--- src/rtl/data_buffer_arbiter.sv ---
// Endpoint data buffer arbiter: owns the circular pointers and occupancy of the
// single-port buffer RAM and shares it between the USB byte paths and the AHB slave.
module data_buffer_arbiter #(
   parameter int DEPTH        = 64,
   parameter int ADDR_W       = 6,
   parameter int STARVE_LIMIT = 4
) (
   input  logic              clk,
   input  logic              rst,
   input  logic              clear,
   input  logic              usb_store_req,
   input  logic [7:0]        usb_store_data,
   input  logic              usb_get_req,
   input  logic              ahb_store_req,
   input  logic [7:0]        ahb_store_data,
   input  logic              ahb_get_req,
   output logic              usb_ack,
   output logic              ahb_ack,
   output logic              usb_rvalid,
   output logic              ahb_rvalid,
   output logic [7:0]        usb_rdata,
   output logic [7:0]        ahb_rdata,
   output logic              store_overflow,
   output logic              get_underflow,
   output logic [ADDR_W:0]   buffer_occupancy,
   output logic [ADDR_W-1:0] mem_addr,
   output logic              mem_wen,
   output logic              mem_ren,
   output logic [7:0]        mem_wdata,
   input  logic [7:0]        mem_rdata
);

   localparam int SW = $clog2(STARVE_LIMIT + 1);
   localparam logic [ADDR_W:0] FULL_OCC   = (ADDR_W + 1)'(DEPTH);
   localparam logic [SW-1:0]   STARVE_MAX = SW'(STARVE_LIMIT);

   typedef enum logic [1:0] {IDLE, ACCESS, RDATA} state_t;

   state_t state_q, state_d;

   logic              op_ahb_q, op_ahb_d;
   logic              op_store_q, op_store_d;
   logic [7:0]        op_data_q, op_data_d;
   logic              op_empty_q, op_empty_d;
   logic [SW-1:0]     starve_q, starve_d;
   logic [ADDR_W-1:0] wr_ptr_q, wr_ptr_d;
   logic [ADDR_W-1:0] rd_ptr_q, rd_ptr_d;
   logic [ADDR_W:0]   occ_q, occ_d;

   logic              usb_ack_q, usb_ack_d;
   logic              ahb_ack_q, ahb_ack_d;
   logic              usb_rvalid_q, usb_rvalid_d;
   logic              ahb_rvalid_q, ahb_rvalid_d;
   logic [7:0]        usb_rdata_q, usb_rdata_d;
   logic [7:0]        ahb_rdata_q, ahb_rdata_d;
   logic              overflow_q, overflow_d;
   logic              underflow_q, underflow_d;
   logic [ADDR_W-1:0] mem_addr_q, mem_addr_d;
   logic              mem_wen_q, mem_wen_d;
   logic              mem_ren_q, mem_ren_d;
   logic [7:0]        mem_wdata_q, mem_wdata_d;

   logic any_usb;
   logic any_ahb;

   assign any_usb = usb_store_req | usb_get_req;
   assign any_ahb = ahb_store_req | ahb_get_req;

   always_comb begin
      state_d      = state_q;
      op_ahb_d     = op_ahb_q;
      op_store_d   = op_store_q;
      op_data_d    = op_data_q;
      op_empty_d   = op_empty_q;
      starve_d     = any_ahb ? starve_q : '0;
      wr_ptr_d     = wr_ptr_q;
      rd_ptr_d     = rd_ptr_q;
      occ_d        = occ_q;
      usb_ack_d    = 1'b0;
      ahb_ack_d    = 1'b0;
      usb_rvalid_d = 1'b0;
      ahb_rvalid_d = 1'b0;
      usb_rdata_d  = 8'h00;
      ahb_rdata_d  = 8'h00;
      overflow_d   = 1'b0;
      underflow_d  = 1'b0;
      mem_addr_d   = '0;
      mem_wen_d    = 1'b0;
      mem_ren_d    = 1'b0;
      mem_wdata_d  = 8'h00;

      case (state_q)
         IDLE: begin
            if (any_usb || any_ahb) begin
               // AHB only wins when USB is idle or has hogged the buffer long enough
               if (any_ahb && (!any_usb || starve_q == STARVE_MAX)) begin
                  op_ahb_d   = 1'b1;
                  op_store_d = ahb_store_req;
                  op_data_d  = ahb_store_data;
                  starve_d   = '0;
               end else begin
                  op_ahb_d   = 1'b0;
                  op_store_d = usb_store_req;
                  op_data_d  = usb_store_data;
                  if (any_ahb && starve_q != STARVE_MAX) begin
                     starve_d = starve_q + 1'b1;
                  end
               end
               state_d = ACCESS;
            end
         end

         ACCESS: begin
            if (op_ahb_q) ahb_ack_d = 1'b1;
            else          usb_ack_d = 1'b1;
            if (op_store_q) begin
               if (occ_q == FULL_OCC) begin
                  overflow_d = 1'b1;
               end else begin
                  mem_wen_d   = 1'b1;
                  mem_addr_d  = wr_ptr_q;
                  mem_wdata_d = op_data_q;
                  wr_ptr_d    = wr_ptr_q + 1'b1;
                  occ_d       = occ_q + 1'b1;
               end
               state_d = IDLE;
            end else begin
               if (occ_q == '0) begin
                  underflow_d = 1'b1;
                  op_empty_d  = 1'b1;
               end else begin
                  mem_ren_d  = 1'b1;
                  mem_addr_d = rd_ptr_q;
                  rd_ptr_d   = rd_ptr_q + 1'b1;
                  occ_d      = occ_q - 1'b1;
                  op_empty_d = 1'b0;
               end
               state_d = RDATA;
            end
         end

         RDATA: begin
            if (op_ahb_q) begin
               ahb_rvalid_d = 1'b1;
               ahb_rdata_d  = op_empty_q ? 8'h00 : mem_rdata;
            end else begin
               usb_rvalid_d = 1'b1;
               usb_rdata_d  = op_empty_q ? 8'h00 : mem_rdata;
            end
            state_d = IDLE;
         end

         default: state_d = IDLE;
      endcase

      if (clear) begin
         wr_ptr_d = '0;
         rd_ptr_d = '0;
         occ_d    = '0;
      end
   end

   always_ff @(posedge clk) begin
      if (rst) begin
         state_q      <= IDLE;
         op_ahb_q     <= 1'b0;
         op_store_q   <= 1'b0;
         op_data_q    <= 8'h00;
         op_empty_q   <= 1'b0;
         starve_q     <= '0;
         wr_ptr_q     <= '0;
         rd_ptr_q     <= '0;
         occ_q        <= '0;
         usb_ack_q    <= 1'b0;
         ahb_ack_q    <= 1'b0;
         usb_rvalid_q <= 1'b0;
         ahb_rvalid_q <= 1'b0;
         usb_rdata_q  <= 8'h00;
         ahb_rdata_q  <= 8'h00;
         overflow_q   <= 1'b0;
         underflow_q  <= 1'b0;
         mem_addr_q   <= '0;
         mem_wen_q    <= 1'b0;
         mem_ren_q    <= 1'b0;
         mem_wdata_q  <= 8'h00;
      end else begin
         state_q      <= state_d;
         op_ahb_q     <= op_ahb_d;
         op_store_q   <= op_store_d;
         op_data_q    <= op_data_d;
         op_empty_q   <= op_empty_d;
         starve_q     <= starve_d;
         wr_ptr_q     <= wr_ptr_d;
         rd_ptr_q     <= rd_ptr_d;
         occ_q        <= occ_d;
         usb_ack_q    <= usb_ack_d;
         ahb_ack_q    <= ahb_ack_d;
         usb_rvalid_q <= usb_rvalid_d;
         ahb_rvalid_q <= ahb_rvalid_d;
         usb_rdata_q  <= usb_rdata_d;
         ahb_rdata_q  <= ahb_rdata_d;
         overflow_q   <= overflow_d;
         underflow_q  <= underflow_d;
         mem_addr_q   <= mem_addr_d;
         mem_wen_q    <= mem_wen_d;
         mem_ren_q    <= mem_ren_d;
         mem_wdata_q  <= mem_wdata_d;
      end
   end

   assign usb_ack          = usb_ack_q;
   assign ahb_ack          = ahb_ack_q;
   assign usb_rvalid       = usb_rvalid_q;
   assign ahb_rvalid       = ahb_rvalid_q;
   assign usb_rdata        = usb_rdata_q;
   assign ahb_rdata        = ahb_rdata_q;
   assign store_overflow   = overflow_q;
   assign get_underflow    = underflow_q;
   assign buffer_occupancy = occ_q;
   assign mem_addr         = mem_addr_q;
   assign mem_wen          = mem_wen_q;
   assign mem_ren          = mem_ren_q;
   assign mem_wdata        = mem_wdata_q;

endmodule

--- config.mk ---
export PLATFORM = sky130hd
export DESIGN_NAME = data_buffer_arbiter
export DESIGN_NICKNAME = d
export VERILOG_FILES = /design/src/rtl/data_buffer_arbiter.sv
export SDC_FILE = /design/constraint.sdc
export NUM_CORES = 1
export LEC_CHECK = 0
export BUFFER_PORTS_ARGS = -buffer_cell sky130_fd_sc_hd__buf_2
export CORE_MARGIN = 5
export CORE_UTILIZATION = 34
export CTS_BUF_LIST = sky130_fd_sc_hd__clkbuf_8
export CTS_CLUSTER_SIZE = 14
export DETAILED_ROUTE_END_ITERATION = 10
export SLEW_MARGIN = 20
export SYNTH_ARGS = -nofsm -noshare
export SYNTH_HDL_FRONTEND = slang
export SYNTH_SLANG_ARGS = --single-unit
--- constraint.sdc ---
create_clock -name clk -period 4.34 [get_ports clk]
set_input_delay 0.651 -clock clk [delete_from_list [all_inputs] [get_ports clk]]
set_output_delay 0.651 -clock clk [all_outputs]
set_load 0.05 [all_outputs]
======== Word level (Yosys, flattened, before mapping) ========
Cells that the tools add are included.
Widths: inputs -> output; s select.
cells by class
  add/subtract/negate cells ............... 5
  $mul .................................... 0
  divide/modulo/power cells ............... 0
  order comparisons ....................... 0
  eq/ne operators ......................... 8
  shift-type cells ........................ 0
  muxes and demuxes ....................... 24
  bitwise gates (word level) .............. 8
  reductions and logical operators ........ 20
operators with widths
  kind                 count
  $mux 7               3
  $mux 6               3
  $mux 8               2
  $mux 3               5
  $add 6x1->6 const B  2
  $reduce_or 3->1      4
  $reduce_and 3->1     3
  $mux 1               8
  $add 7x1->7 const B  1
  $eq 7x7->1 const B   1
  $logic_not 7->1      1
  $sub 7x1->7 const B  1
  $ne 2x2->1 const B   3
  $not 1->1            6
  $reduce_or 2->1      3
  $mux 2               2
  $pmux 2 s2           1
  $reduce_and 2->1     2
  $reduce_or 4->1      1
  $add 3x1->3 const B  1
  $eq 3x3->1 const B   1
  $ne 3x3->1 const B   1
  $eq 2x1->1 const B   1
  $eq 2x2->1 const B   1
  other kinds (5)      8
word-level totals
  flip-flop bits (word level) ............. 73
  latch bits .............................. 0
  RAM bits ................................ 0
  memory bits (read-only) ................. 0
  bits of input ports ..................... 31
  output and inout port bits .............. 45
  word-level logic and storage cells ...... 86
  memories ................................ 0

======== Logic depth before layout (Yosys ltp) ========
Gate-level depths: netlist of the first run.
  depth after elaboration ................. 7
  mapped depth ............................ 8
  mapped depth without buffers ............ 7

======== Least setup slack after synthesis of the first run ========
No wires, ideal clock.
  path kind ............................... reg2reg
  from .................................... register occ_q[2], in the netlist buffer_occupancy[2]
  to ...................................... register occ_q[6], in the netlist buffer_occupancy[6]
  library setup time ...................... 103 ps
  arrival time ............................ 2182 ps
  required time ........................... 4237 ps
  setup slack ............................. 2054 ps
  cell stages (with the launch flop) ...... 7
  buffers on the path ..................... 0
  period minus slack after synthesis ...... 2286 ps
  cells stage by stage .................... dfxtp_1 ha_1 a211oi_2 o21bai_1 a2111oi_0 a211oi_1 a2111oi_2
between the ends
  cells in the longest elaborated chain, start to end .. 3
  elaborated cells on any way between the ends .. 10
  classes of those cells .................. add/sub: 2; eq/ne: 3; mux: 3; reduce/logical: 2
RTL lines
  what                                        RTL line  RTL
  start, declared                             48        logic [ADDR_W:0] occ_q, occ_d;
  start signal, assigned                      173       occ_q <= '0;
  start signal, assigned                      195       occ_q <= occ_d;
  $sub 7x1->7 (tied with other cells)         135       occ_d = occ_q - 1'b1;
  $mux 7 (tied with other cells)              128       if (occ_q == '0) begin
  $mux 7 or $reduce_and 3->1 (tied branches)  n/a
Parallel ways exist; a longest one is shown, timed or not. The select of a mux whose other input is x is not followed.
A chain may end at the register's enable or synchronous reset.

======== Worst setup path in the final report of the first run ========
  from .................................... register op_store_q
  to ...................................... register occ_q[6], in the netlist buffer_occupancy[6]
between the ends
  cells in the longest elaborated chain, start to end .. 2
  elaborated cells on any way between the ends .. 4
  classes of those cells .................. eq/ne: 2; mux: 1; reduce/logical: 1
RTL lines
  what                               RTL line  RTL
  start, declared                    42        logic op_store_q, op_store_d;
  start signal, assigned             189       op_store_q <= op_store_d;
  $ne 2x2->1 (no source line)        n/a
  $reduce_and 3->1 (no source line)  n/a
Parallel ways exist; a longest one is shown, timed or not.

==> reports/results.tsv, run 1 <==
metric	value	unit
status	complete, no violations	
worstSkewPairLatency	0.35	ns
cpMaxStageDelayCell	dfxtp_1	
finalWirelength	6.20	mm
gp_congestion	0.733	
final_cell_mix	buf_2, dfxtp_1, nor2_1	
fin_area	3510	sq um
wl_met3	465	um
synth_compound_area_frac	0.148	
final_max_slew_viol_count	0	
grt_usage	0.124	
synth_top_family_by_area	simple AND/OR/NAND/NOR gates	
worstHoldEndpoint	mem_wdata[2]$_SDFF_PP0_	
path_class	flip-flop to flip-flop	
syn_area	2830	sq um
worstPathArrival	2.89	ns
core	8180	sq um
crit_chain	inv_1, fa_1, a211oi_2, o21bai_1, a2111oi_0, a211oi_1, a2111oi_2	
rrSetupSlack	1.70	ns
cp-end-kind	flip-flop	
multiInputGateArea	1290	sq um
numPortBuffers	75	
r2r_end	buffer_occupancy[6]$_SDFFE_PP0P_	
start_kind	flip-flop	
setup_viol	0	
avgRoutedWirePerCell	13.3	um
period_needed	2.64	ns
regArea	1460	sq um
max-cap-violations	0	
ant_nets	0	
die_y	101	um
dp_hpwl	4.58	mm
grt_pass1_vias	2203	
grt_pass1_wl	10.1	mm
antenna_found_initial	0	
rsz0062_at_grt	false	
vias	2199	
crit_buf_inv	1	
first_pass_iters	6	
synth_seq_cells	73	
syn-num-nets	318	
yosysWarningCount	0	
io_pins	76	
layout-drive-gt1-share	0.306	
final_util	0.429	
ctsHtreeMaxLevel	3	
hold_viol_final	0	
relSlewSlack	0.540	
die_w	101	um
syn-instance-count	277	
setup-tns-final	0	ns
fin_hold_ws	0.455	ns
wirelength_met1	2.77	mm
highest_layer	met4	
cts_sinks	73	
tightest_slew	0.691	ns
root_buffer	clkbuf_8	
clk_pin_slew_worst_paths	0.08	ns
skew	0.0102	ns
cts_tree	done	
worstHoldPathCells	1	
cp.required	4.58	ns
finalCritPeriodShare	0.609	
layout_commonest_cell	buf_2	
antenna_cells	0	
fin_nets	396	
power.density	420	nW/um^2
vias_per_cell	4.73	
async_flop_share	0	
cts_buffers	9	
holdCritStartpoint	op_data_q[2]$_SDFFE_PP0P_	
crit_path_max_fanout	9	
synthTopCellsByArea	dfxtp_1, nor2_1, ha_1	
critPathMaxStageDelay	0.55	ns
fmax	378	MHz
ff2ff_path_depth	7	
initial_core_util	0.346	
cts_buffer_depth	2	
hold_buffers	0	
syn_area_per_cell	10.2	sq um
reg2reg_from	op_store_q$_SDFFE_PP0P_	
dieArea	10200	sq um
synth_xor_area_frac	0.0434	
crit_family	compound AO/OA/AOI/OAI gates	
synth_enable_flop_cells	0	
synthSimpleGateAreaFrac	0.194	
synth.distinct_cells	51	
fill_cells	795	
placed_cell_area	3290	sq um
yosysSeqAreaShare	0.517	
met2_length	2.81	mm
overflow	0	
drc	0	
power.leakage	1.56	nW
synthFlopType	dfxtp_1	
postCtsSetupBuffers	0	
min_path_type	flip-flop to flip-flop	
grt_max_degree	21	
yosysTopAreaCell	dfxtp_1	
num_rows	33	
synth_top_area_share	0.517	
first_iter_violations	76	
ir_worst_vdd	0.146	mV
synth.area.mux_share	0.0235	
cts_resized	0	
synthAdderAreaFrac	0.0469	
syn2layout_area_growth	24.1	%
-- worst max path at each step --
stage          cells past startpoint  slack [ns]                               end                             start
3_3_place_gp                       7        1.83  buffer_occupancy[6]$_SDFFE_PP0P_           op_store_q$_SDFFE_PP0P_
5_1_grt                            7        1.47  buffer_occupancy[6]$_SDFFE_PP0P_           op_store_q$_SDFFE_PP0P_
3_5_place_dp                       7        1.77  buffer_occupancy[6]$_SDFFE_PP0P_           op_store_q$_SDFFE_PP0P_
6_report                           7        1.70  buffer_occupancy[6]$_SDFFE_PP0P_           op_store_q$_SDFFE_PP0P_
4_1_cts                            7        1.73  buffer_occupancy[6]$_SDFFE_PP0P_           op_store_q$_SDFFE_PP0P_
2_1_floorplan                      6        2.05  buffer_occupancy[6]$_SDFFE_PP0P_  buffer_occupancy[2]$_SDFFE_PP0P_
-- per-layer routing --
metal	up-vias	track usage
li1	1122	-
met1	999	0.150
met2	64	0.202
met3	14	0.0324
met4	0	0.0644
met5	-	0
-- area by class of cell --
cell class,count,area share
sequential,73,0.416
tap,105,0.0374
timing repair buffer,76,0.109
clock buffer,9,0.0353
inverter,7,0.00749
clock inverter,7,0.0271
multi-input combinational,188,0.367
-- sequential cells by signal, summed over array words and instances, names as in the netlist --
name and flops:
buffer_occupancy 7, op_store_q 1, rd_ptr_q 6, usb_rvalid 1, starve_q 3, store_overflow 1
mem_addr 6, mem_wdata 8, usb_ack 1, op_empty_q 1, get_underflow 1, mem_wen 1
wr_ptr_q 6, state_q 2, ahb_rdata 8, op_ahb_q 1, ahb_rvalid 1, usb_rdata 8
mem_ren 1, ahb_ack 1, op_data_q 8
-- stage by stage --
stage          std cells  power [mW]  worst slack [ns]
2_1_floorplan        277       0.865              2.05
3_3_place_gp         449       0.908              1.83
3_5_place_dp         449       0.910              1.77
4_1_cts              465        1.49              1.73
5_1_grt              465        1.54              1.47
6_report             465        1.47              1.70
-- where the power goes --
group | leakage (nW) | internal (mW) | switching [mW] | total [mW]
Sequential | 0.591 | 0.690 | 0.0174 | 0.707
Combinational | 0.861 | 0.0701 | 0.117 | 0.187
Clock | 0.109 | 0.323 | 0.255 | 0.578
-- kinds of logic after synthesis --
group	count (synthesis)
multiplexers	6
XOR/XNOR	14
AO/OA/AOI/OAI	48
adder cells (fa/ha/maj)	10
buffers and inverters	16
flip-flops	73
AND/OR/NAND/NOR	110
-- Yosys cell counts, types with 5 or more instances --
cell type and n:
dfxtp_1 73, nor2_1 50, nand2_1 11, a21oi_1 10, and2_1 9, ha_1 9, nand2b_1 8, xor2_1 8
a222oi_1 7, inv_1 7, a22o_1 6, nand3_1 6, xnor2_1 6, a211oi_1 5, nand4_1 5, nor3_1 5
Power figures use the tool's default switching activity.
==> run 2: changes to the inputs <==
==> constraint.sdc (replaced) <==
create_clock -name clk -period 2.25 [get_ports clk]
set_input_delay 0.3375 -clock clk [delete_from_list [all_inputs] [get_ports clk]]
set_output_delay 0.3375 -clock clk [all_outputs]
set_load 0.05 [all_outputs]
==> run 2 against run 1 <==
Compared with the run above:
- combinational power grew 110%
- die area is the same
- non-clock buffer count rose by 6
- design area increased by 2.2%
- critical path type unchanged
==> reports/results.tsv, run 2 (same netlist as run 1, synthesis figures left out) <==
metric	value	unit	change
cts_sinks	73		unchanged
status	complete, no violations		
die_w	101	um	unchanged
dieArea	10200	sq um	unchanged
worstSkewPairLatency	0.34	ns	about the same
final_max_slew_viol_count	0		unchanged
switching_power	0.738	mW	+90%
grt_pass1_vias	2183		-0.91%
cts_buffers	9		unchanged
io_pins	76		unchanged
power.density	824	nW/um^2	+97%
rsz0062_at_grt	false		
gr-usage-met3	0.0510		+0.0186
drc	0		unchanged
path_class	flip-flop to flip-flop		
postCtsSetupBuffers	0		unchanged
vias_per_cell	4.77		+0.93%
gp_congestion	0.791		+7.9%
first_iter_violations	97		+28%
ctsHtreeMaxLevel	3		unchanged
vias	2248		+2.2%
num_rows	33		unchanged
first_pass_iters	4		-2
antenna_cells	0		unchanged
layout_commonest_cell	buf_2		
busiest_layer	met2		
max-cap-violations	0		unchanged
initial_core_util	0.346		unchanged
grt_max_degree	19		-9.5%
cts_resized	0		unchanged
avgRoutedWirePerCell	13.3	um	-0.56%
root_buffer	clkbuf_8		
finalCritPeriodShare	0.918		+0.309
hold_viol_final	0		unchanged
antenna_found_initial	0		unchanged
numPortBuffers	75		unchanged
seq_power_share	0.460		-0.020
setup-tns-final	0	ns	unchanged
hold_buffers	0		unchanged
grt_pass1_wl	10.2	mm	+1.4%
power	2.96	mW	+100%
min_path_type	input pin to flip-flop		
cts_tree	done		
ant_nets	0		unchanged
ir_worst_vdd	0.375	mV	+160%
crit_path_max_fanout	6		-3
met1_usage	0.161		+0.0109
syn2layout_area_growth	26.9	%	
period_needed	2.07	ns	-0.579 ns
cts_buffer_depth	2		unchanged
tightest_slew	0.689	ns	-0.00133 ns
dp_hpwl	4.74	mm	+3.4%
skew	0.00729	ns	-0.00293 ns
clockPowerShare	0.410		+0.017
groute.layer.met2.usage	0.192		-0.0101
final_cell_mix	buf_2, dfxtp_1, nor2_1		
swShare	0.249		-0.0148
power.leakage	1.60	nW	+2.5%
fin_nets	402		+1.5%
cp-end-kind	flip-flop		
start_kind	flip-flop		
relSlewSlack	0.540		+0.000885
cp.required	2.49	ns	-2.09 ns
worstPathArrival	2.30	ns	-0.59 ns
fin_hold_ws	0.238	ns	-0.217 ns
layout-drive-gt1-share	0.328		+0.0223
finalWirelength	6.24	mm	+0.73%
p_int	2.22	mW	+100%
overflow	0		unchanged
die_y	101	um	unchanged
setup_viol	0		unchanged
core	8180	sq um	unchanged
clk_pin_slew_worst_paths	0.08	ns	about the same
fmax	484	MHz	+28%
combinationalPowerShare	0.130		+0.003
grt_usage	0.127		+0.00265
[run 2: cell types whose count changed in the layout (fill, tap and decap cells not counted), sizes merged]
cell	change
inv	+2
bufinv	+1
clkinv	-3
buf	+6
[run 2: critical path: stages, from the launching register on]
cell       delay (ns)
dfxtp_1          0.36
inv_2            0.08
fa_2             0.38
a211oi_2         0.23
o21bai_1         0.13
a2111oi_1        0.41
a211oi_1         0.11
a2111oi_2        0.27
[run 2: final cells by class]
type                       count  area, sq um
clock buffer                   9          124
clock inverter                 7          119
fill                         810         4590
inverter                       7         26.3
multi-input combinational    188         1290
sequential                    73         1460
tap                          105          131
timing repair buffer          82          428
[run 2: metrics by stage]
| stage | utilization | cell area (sq um) | worst slack, ns | std cells |
|---|---|---|---|---|
| 6_report | 0.439 | 3590 | 0.184 | 471 |
| 5_1_grt | 0.439 | 3590 | 0.0576 | 471 |
| 4_1_cts | 0.438 | 3580 | 0.0457 | 471 |
| 3_5_place_dp | 0.408 | 3340 | 0.0705 | 455 |
| 3_3_place_gp | 0.408 | 3340 | 0.131 | 455 |
| 2_1_floorplan | - | 2830 | 0.0380 | 277 |
[run 2: path summary, 6_finish.rpt]
path,from,endpoint,slack (ns),depth (start not counted)
max,op_store_q$_SDFFE_PP0P_,buffer_occupancy[6]$_SDFFE_PP0P_,0.18,7
min reg2reg,op_data_q[2]$_SDFFE_PP0P_,mem_wdata[2]$_SDFF_PP0_,0.45,1
max reg2reg,op_store_q$_SDFFE_PP0P_,buffer_occupancy[6]$_SDFFE_PP0P_,0.18,7
min,mem_rdata[2],usb_rdata[2]$_SDFF_PP0_,0.24,3
[run 2: power by group through the flow]
| stage | Clock, mW | Combinational [mW] | Sequential, mW |
|---|---|---|---|
| detailed placement | 0 | 0.382 | 1.39 |
| global placement | 0 | 0.377 | 1.39 |
| CTS | 1.26 | 0.384 | 1.36 |
| global route | 1.31 | 0.425 | 1.37 |
| floorplan | 0 | 0.240 | 1.43 |
| finish | 1.21 | 0.385 | 1.36 |
[run 2: metal layers]
metal / vias to the layer above / routed length (um)
met5: - / 0
met4: 0 / 87
met3: 7 / 564
met2: 67 / 2820
met1: 1031 / 2770
li1: 1143 / -
==> run 3: changes to the inputs <==
--- a/config.mk
+++ b/config.mk
@@ -6,12 +6,15 @@
 export NUM_CORES = 1
 export LEC_CHECK = 0
 export BUFFER_PORTS_ARGS = -buffer_cell sky130_fd_sc_hd__buf_2
+export CAP_MARGIN = 20
 export CORE_MARGIN = 5
 export CORE_UTILIZATION = 34
 export CTS_BUF_LIST = sky130_fd_sc_hd__clkbuf_8
 export CTS_CLUSTER_SIZE = 14
 export DETAILED_ROUTE_END_ITERATION = 10
+export PLACE_DENSITY_LB_ADDON = 0.25
 export SLEW_MARGIN = 20
 export SYNTH_ARGS = -nofsm -noshare
 export SYNTH_HDL_FRONTEND = slang
 export SYNTH_SLANG_ARGS = --single-unit
+export TNS_END_PERCENT = 10
==> run 3 against run 2 <==
Compared with the run above:
- sequential cell count unchanged
- design area decreased by 0.59%
- routed wire length increased by 1.8%
- worst setup slack worse by 0.021 ns
- critical path type unchanged
- critical endpoint unchanged
- largest cell class unchanged
- largest power group unchanged
==> reports/results.tsv, run 3 (same netlist as run 1, synthesis figures left out) <==
metric	value	unit	change
cts_tree	done		
grt_pass1_vias	2272		+4.1%
period_needed	2.09	ns	+0.0212 ns
path_class	flip-flop to flip-flop		
worstSkewPairLatency	0.34	ns	about the same
hold_viol_final	0		unchanged
fmax	479	MHz	-1.0%
antenna_found_initial	0		unchanged
fin_hold_ws	0.229	ns	-0.00886 ns
rsz0062_at_grt	false		
cp.required	2.49	ns	about the same
rrSetupSlack	0.16	ns	-0.02 ns
num_rows	33		unchanged
relSlewSlack	0.591		+0.0502
die_y	101	um	unchanged
dieArea	10200	sq um	unchanged
hold_buffers	0		unchanged
postCtsSetupBuffers	0		unchanged
grt_max_degree	19		unchanged
root_buffer	clkbuf_8		
finalWirelength	6.35	mm	+1.8%
die_w	101	um	unchanged
power	2.90	mW	-2.0%
vias	2234		-0.62%
setup_viol	0		unchanged
endpoint	buffer_occupancy[6]$_SDFFE_PP0P_		
worstPathArrival	2.33	ns	+0.03 ns
ir_worst_vdd	0.336	mV	-10%
crit_buf_inv	1		unchanged
clk_pin_slew_worst_paths	0.08	ns	about the same
critPathMaxStageDelay	0.39	ns	-0.02 ns
status	complete, no violations		
grt_pass1_wl	10.8	mm	+5.9%
numPortBuffers	75		unchanged
power.density	813	nW/um^2	-1.4%
ant_nets	0		unchanged
cts_buffers	9		unchanged
fin_area	3570	sq um	-0.59%
ff2ff_path_depth	7		unchanged
antenna_cells	0		unchanged
r2r_end	buffer_occupancy[6]$_SDFFE_PP0P_		
core	8180	sq um	unchanged
ctsHtreeMaxLevel	3		unchanged
syn2layout_area_growth	26.1	%	
dp_hpwl	4.71	mm	-0.53%
cts_sinks	73		unchanged
skew	0.0103	ns	+0.00297 ns
final_cell_mix	buf_2, dfxtp_1, nor2_1		
fin_nets	401		-0.25%
cpMaxStageDelayCell	fa_2		
finalCritPeriodShare	0.928		+0.00941
drc	0		unchanged
placed_cell_area	3330	sq um	-0.22%
vias_per_cell	4.75		-0.41%
tightest_slew	0.614	ns	-0.0753 ns
crit_path_frequent_cell	a2111oi_2		
final_max_slew_viol_count	0		unchanged
crit_chain	inv_1, fa_2, a211oi_2, o21bai_1, a2111oi_2, a211oi_1, a2111oi_2		
max-cap-violations	0		unchanged
reg2reg_from	op_store_q$_SDFFE_PP0P_		
layout_setup_ws	0.163	ns	-0.0212 ns
overflow	0		unchanged
initial_core_util	0.346		unchanged
first_iter_violations	50		-48%
setup-tns-final	0	ns	unchanged
layout-drive-gt1-share	0.326		-0.00184
grt_usage	0.134		+0.00698
avgRoutedWirePerCell	13.5	um	+2.0%
crit_family	compound AO/OA/AOI/OAI gates		
gp_congestion	0.890		+12%
power.leakage	1.59	nW	-0.48%
first_pass_iters	4		unchanged
cp-end-kind	flip-flop		
io_pins	76		unchanged
min_path_type	input pin to flip-flop		
crit_start	op_store_q$_SDFFE_PP0P_		
place_ws	0.0960	ns	+0.0255 ns
layout_commonest_cell	buf_2		
path_depth	7		unchanged
cts_buffer_depth	2		unchanged
start_kind	flip-flop		
crit_path_max_fanout	5		-1
-- run 3: routing by layer --
layer,track usage,up-vias,share of wire
met5,0,-,0
met4,0.0399,0,0.014
met3,0.0448,7,0.055
met2,0.220,44,0.49
met1,0.166,1033,0.44
li1,-,1150,-
-- run 3: worst register-to-register path: stages, from the launching register on --
cell and delay, ns:
dfxtp_1 0.33, inv_1 0.10, fa_2 0.39, a211oi_2 0.29, o21bai_1 0.13, a2111oi_2 0.37, a211oi_1 0.10, a2111oi_2 0.27
-- run 3: area by class of cell --
| cell class | count | area [sq um] |
|---|---|---|
| clock buffer | 9 | 124 |
| clock inverter | 7 | 103 |
| fill | 826 | 4610 |
| inverter | 7 | 26.3 |
| multi-input combinational | 188 | 1300 |
| sequential | 73 | 1460 |
| tap | 105 | 131 |
| timing repair buffer | 81 | 420 |
-- run 3: worst min-delay path by stage --
stage | start | endpoint | slack, ns | cells past startpoint
2_1_floorplan | op_data_q[0]$_SDFFE_PP0P_ | mem_wdata[0]$_SDFF_PP0_ | 0.43 | 1
3_3_place_gp | op_data_q[1]$_SDFFE_PP0P_ | mem_wdata[1]$_SDFF_PP0_ | 0.44 | 1
3_5_place_dp | op_data_q[1]$_SDFFE_PP0P_ | mem_wdata[1]$_SDFF_PP0_ | 0.44 | 1
4_1_cts | mem_rdata[7] | usb_rdata[7]$_SDFF_PP0_ | 0.22 | 3
5_1_grt | mem_rdata[3] | usb_rdata[3]$_SDFF_PP0_ | 0.22 | 3
6_report | mem_rdata[5] | usb_rdata[5]$_SDFF_PP0_ | 0.23 | 3
-- run 3: power breakdown --
| part | switching [mW] | total, mW | internal, mW |
|---|---|---|---|
| registers | 0.0281 | 1.36 | 1.33 |
| logic | 0.235 | 0.383 | 0.148 |
| clock network | 0.520 | 1.16 | 0.638 |
| total | 0.784 | 2.90 | 2.12 |
-- run 3: timing repair --
| item | CTS | global route |
|---|---|---|
| endpoints found under the setup margin | 0 | 1 |
| gates resized for setup | 0 | 3 |
| endpoints found under the hold margin | 0 | 0 |
-- run 3: per-stage QoR --
step | std cells | util
floorplan | 277 | -
CTS | 470 | 0.435
global placement | 454 | 0.407
global route | 470 | 0.436
finish | 470 | 0.436
detailed placement | 454 | 0.407
